## src/rtl/score_digit_driver.sv

```systemverilog
// Converts a binary score to four BCD digits by double-dabble and maps the VGA pixel position
// onto a 4-digit glyph field. Optional macro SCORE_LEADING_ZERO_BLANK_EN hides leading zeros.
module score_digit_driver #(
    parameter logic [9:0]  X0      = 10'd20,
    parameter logic [9:0]  Y0      = 10'd20,
    parameter int unsigned DIGIT_W = 45,
    parameter int unsigned DIGIT_H = 36
) (
    input  logic        vga_clk,
    input  logic        reset_n,
    input  logic [13:0] value,
    input  logic        load,
    input  logic [9:0]  DrawX,
    input  logic [9:0]  DrawY,
    output logic        busy,
    output logic        done,
    output logic [3:0]  digit,
    output logic        digit_on,
    output logic [5:0]  glyph_x,
    output logic [5:0]  glyph_y
);

    localparam logic [10:0] XEnd = 11'(X0) + 11'(4 * DIGIT_W);
    localparam logic [10:0] YEnd = 11'(Y0) + 11'(DIGIT_H);
    localparam logic [9:0]  W1   = 10'(DIGIT_W);
    localparam logic [9:0]  W2   = 10'(2 * DIGIT_W);
    localparam logic [9:0]  W3   = 10'(3 * DIGIT_W);

    typedef enum logic [1:0] {StIdle, StShift, StCommit} state_e;

    state_e      state_q, state_d;
    logic [13:0] bin_q, bin_d;
    logic [15:0] bcd_q, bcd_d, bcd_adj;
    logic [3:0]  cnt_q, cnt_d;
    logic [15:0] disp_q, disp_d;
    logic        done_d;

    always_ff @(posedge vga_clk or negedge reset_n) begin
        if (!reset_n) begin
            state_q <= StIdle;
            bin_q   <= '0;
            bcd_q   <= '0;
            cnt_q   <= '0;
            disp_q  <= '0;
            done    <= 1'b0;
        end else begin
            state_q <= state_d;
            bin_q   <= bin_d;
            bcd_q   <= bcd_d;
            cnt_q   <= cnt_d;
            disp_q  <= disp_d;
            done    <= done_d;
        end
    end

    always_comb begin
        state_d = state_q;
        bin_d   = bin_q;
        bcd_d   = bcd_q;
        cnt_d   = cnt_q;
        disp_d  = disp_q;
        done_d  = 1'b0;
        bcd_adj = bcd_q;
        for (int i = 0; i < 4; i++) begin
            if (bcd_q[4*i +: 4] >= 4'd5) bcd_adj[4*i +: 4] = bcd_q[4*i +: 4] + 4'd3;
        end
        unique case (state_q)
            StIdle: begin
                if (load) begin
                    bin_d   = (value > 14'd9999) ? 14'd9999 : value;
                    bcd_d   = '0;
                    cnt_d   = '0;
                    state_d = StShift;
                end
            end
            StShift: begin
                {bcd_d, bin_d} = {bcd_adj[14:0], bin_q, 1'b0};
                cnt_d          = cnt_q + 4'd1;
                if (cnt_q == 4'd13) state_d = StCommit;
            end
            StCommit: begin
                disp_d  = bcd_q;
                done_d  = 1'b1;
                state_d = StIdle;
            end
            default: state_d = StIdle;
        endcase
    end

    assign busy = (state_q != StIdle);

    // Pixel-to-glyph mapping, registered for a fixed one-cycle latency.
    logic       in_field;
    logic [9:0] rx, ry, off;
    logic [1:0] slot;
    logic [3:0] slot_digit;
    logic       on_d;

    always_comb begin
        rx       = DrawX - X0;
        ry       = DrawY - Y0;
        in_field = (DrawX >= X0) && ({1'b0, DrawX} < XEnd) &&
                   (DrawY >= Y0) && ({1'b0, DrawY} < YEnd);
        if (rx < W1) begin
            slot = 2'd0;
            off  = '0;
        end else if (rx < W2) begin
            slot = 2'd1;
            off  = W1;
        end else if (rx < W3) begin
            slot = 2'd2;
            off  = W2;
        end else begin
            slot = 2'd3;
            off  = W3;
        end
        unique case (slot)
            2'd0:    slot_digit = disp_q[15:12];
            2'd1:    slot_digit = disp_q[11:8];
            2'd2:    slot_digit = disp_q[7:4];
            default: slot_digit = disp_q[3:0];
        endcase
    end

`ifdef SCORE_LEADING_ZERO_BLANK_EN
    logic [3:0] lead_blank;
    always_comb begin
        lead_blank[0] = (disp_q[15:12] == 4'd0);
        lead_blank[1] = lead_blank[0] && (disp_q[11:8] == 4'd0);
        lead_blank[2] = lead_blank[1] && (disp_q[7:4] == 4'd0);
        lead_blank[3] = 1'b0;  // ones digit always shown
        on_d          = in_field && !lead_blank[slot];
    end
`else
    assign on_d = in_field;
`endif

    always_ff @(posedge vga_clk or negedge reset_n) begin
        if (!reset_n) begin
            digit    <= '0;
            digit_on <= 1'b0;
            glyph_x  <= '0;
            glyph_y  <= '0;
        end else if (in_field) begin
            digit    <= slot_digit;
            digit_on <= on_d;
            glyph_x  <= 6'(rx - off);
            glyph_y  <= 6'(ry);
        end else begin
            digit    <= '0;
            digit_on <= 1'b0;
            glyph_x  <= '0;
            glyph_y  <= '0;
        end
    end

endmodule

```

## config.mk

```make
export PLATFORM = sky130hd
export DESIGN_NAME = score_digit_driver
export DESIGN_NICKNAME = d
export VERILOG_FILES = /design/src/rtl/score_digit_driver.sv
export SDC_FILE = /design/constraint.sdc
export NUM_CORES = 1
export LEC_CHECK = 0
export CAP_MARGIN = 15
export CORE_ASPECT_RATIO = 1.25
export CORE_MARGIN = 2
export CORE_UTILIZATION = 36
export DETAILED_ROUTE_END_ITERATION = 10
export GPL_ROUTABILITY_DRIVEN = 0
export SYNTH_ARGS = -nofsm -noshare
export SYNTH_HDL_FRONTEND = slang
export SYNTH_SLANG_ARGS = --single-unit
```

## constraint.sdc

```tcl
create_clock -name vga_clk -period 2.5 [get_ports vga_clk]
set_input_delay 0.5 -clock vga_clk [delete_from_list [all_inputs] [get_ports vga_clk]]
set_output_delay 0.5 -clock vga_clk [all_outputs]
set_load 0.03 [all_outputs]
```

==> impl_metrics.ini <==
[floorplanning]
io-pin-count = 56
die_x_um = 95.7
die_h_um = 119
initial_core_util_pct = 37.3
num_rows = 41
core_area_sq_um = 10200
fp.dieArea_sq_um = 11400

[yosys]
syn-num-nets = 431
synth.yosys.seq_area_share_pct = 46.3
ys_top_cells_by_count = 70 x dfrtp_1, 35 x o21ai_0, 28 x nor2_1
async_flop_share_pct = 100
synth_area_per_cell_sq_um = 10.2
synth_ff_type = dfrtp_1
yosysUniqueCellTypes = 54
ys.warnings.count = 0
synth.most_common_cell = dfrtp_1
yosys.area.top_type = dfrtp_1
netlist_instances = 372
synth_edf_count = 0
syn_area_sq_um = 3780
ys_ff_latch = 70
yosys-top-cells-area = dfrtp_1 46%, ha_1 6.9%, o21ai_0 4.6%, nor2_1 2.8%, a21oi_1 2.6%
netlist.area_leader.share_pct = 46.3

[critical_path]
r2r_start = state_q[0]
r2r_slack_ns = 0.81
critPathArrivalTime_ns = 3.34
reg2reg_depth = 4
r2r-end = bin_q[6]
crit_required_ns = 2.73
cp-start-kind = input port
cp_max_fo = 4
cp-end-kind = flip-flop
path_class = input port to flip-flop

[routing]
wl_mm = 8.85
first_pass_iters = 4
wire_per_inst_um = 14.3
vias_per_cell = 5.14
drcViolationCount = 0
first_iter_violations = 154
ant_nets = 0
vias = 3173

[clocking]
htree_levels = 3
clkSinkCount = 70
clkLatencyLatePin_ns = 0.33
postCtsHoldBufs = 0
cts_tree = built
root_buffer = clkbuf_16
cts_made_buffers = 9
clk_pin_slew_ns = 0.05
cts_buffer_depth = 2

[timing]
rsz0062_at_grt = yes
timing.hold.ws_ns = 0.182
finClkSkew_ns = 0.00430
relSlewSlack_pct = 37.1
hold_viol = 0
finalWorstSetupSlack_ns = -0.617
fmax_mhz = 321
drv_slew = 0
timing_worst_slew_pin_value_ns = 0.944
setup_viol = 5
fin_crit_sh_pct = 125
period_needed_ns = 3.12

[flow_run]
drv_cap = 0

[status]
violations = negative setup slack
status = finished with violations

[global_route]
antenna_found_initial = 0
grt_pass1_vias = 3209
track_usage_pct = 16.9
overflow = 0
grt_pass1_wl_mm = 15.0
grt_max_degree = 30

[power_and_ir_drop]
power_leakage_nw = 2.43
ir_worst_vdd_v = 0.000867
power_mw = 4.68
p_per_area_nw_per_um2 = 875

[finish]
fin_nets = 542
fillerInstances = 934
diodes = 0
syn_to_final_growth_pct = 41.3
drive_gt1_share_pct = 24.8

[placement]
io_buffers = 55
dp_hpwl_mm = 6.56

[worst_hold_path]
min_path_type = input port to async pin
metal layers:
layer	part of all wire [%]	GRT usage, %
met1	41	19.8
met2	53	29.5
met3	4.7	4.27
met4	1.4	5.98
met5	0	0
power by group:
group	leakage, nW	internal, mW	switching [mW]
logic	1.36	0.737	0.867
registers	0.908	1.47	0.252
clock network	0.157	0.897	0.458
cell type report:
type / instances / area, sq um / share of cell area [%]
clock buffers: 12 / 246 / 4.61
inverters: 25 / 98.8 / 1.85
clock inverters: 4 / 70.1 / 1.31
multi-input cells: 261 / 1980 / 37.0
repair buffers: 116 / 1040 / 19.4
well taps: 129 / 161 / 3.02
flip-flops and latches: 70 / 1750 / 32.8
layout by cell type (no fill, tap or decap), types with 5 or more instances in the layout:
master           count
a21oi_1             18
a222oi_1             8
a22oi_1              9
buf_4               54
buf_6                6
clkbuf_16            9
clkdlybuf4s50_1     47
dfrtp_1             70
ha_1                18
inv_1               21
mux2_2               8
nand2_1             22
nand2b_1             7
nand3_1             18
nor2_1              26
o21ai_0             35
o31ai_1              7
xnor2_1              6
xor2_1               5
sequential cells by signal (all words and copies together), names as in the netlist:
signal,count
glyph_x,6
digit,4
glyph_y,6
disp_q,16
cnt_q,4
bin_q,14
state_q,2
digit_on,1
bcd_q,16
done,1
worst max-delay path, cell delays in order:
cell      delay, ns
buf_8          0.08
inv_4          0.03
ha_4           0.15
buf_6          0.12
nor4b_4        0.30
a211oi_2       0.05
a21o_1         0.16
a211o_2        0.30
a21o_1         0.18
and2_4         0.16
ha_4           0.21
o21a_1         0.17
o31a_1         0.12
o21a_1         0.19
or3_4          0.37
buf_4          0.14
nand3_2        0.07
a21oi_2        0.05
kinds of logic after synthesis:
group / after synthesis / share of synthesized area [%]
adder cells (fa/ha/maj): 22 / 7.47
AO/OA/AOI/OAI: 110 / 21.1
XOR/XNOR: 13 / 3.50
multiplexers: 8 / 2.38
buffers and inverters: 41 / 4.30
flip-flops: 70 / 46.3
AND/OR/NAND/NOR: 108 / 15.0
repair_timing:
item / 4_1_cts / 5_1_grt
gates resized for setup: 41 / 5
setup endpoints to repair: 10 / 9
cloned: 0 / 0
pin swaps: 13 / 14
buffers inserted: 9 / 2
worst max path at each step:
stage / startpoint / to / slack (ns) / cells past startpoint
after floorplan: DrawX[2] / glyph_x[5] / -0.97 / 15
after global placement: DrawX[3] / glyph_x[5] / -1.29 / 16
after detailed placement: DrawX[3] / glyph_x[5] / -1.38 / 16
after CTS: DrawX[2] / glyph_x[5] / -0.71 / 16
after global routing: DrawX[2] / glyph_x[5] / -0.74 / 17
final: DrawX[3] / glyph_x[5] / -0.62 / 18
through the flow:
stage               utilization [%]  setup slack, ns  instance area, sq um  std cells  setup TNS, ns
finish                         52.6           -0.617                  5350        617          -1.94
floorplan                         -           -0.966                  3820        372          -2.57
global placement               47.7            -1.29                  4840        590          -7.93
detailed placement             47.7            -1.38                  4840        590          -8.65
CTS                            52.4           -0.709                  5320        615          -2.22
global route                   52.6           -0.739                  5350        617          -2.77
Power figures use the tool's default switching activity.
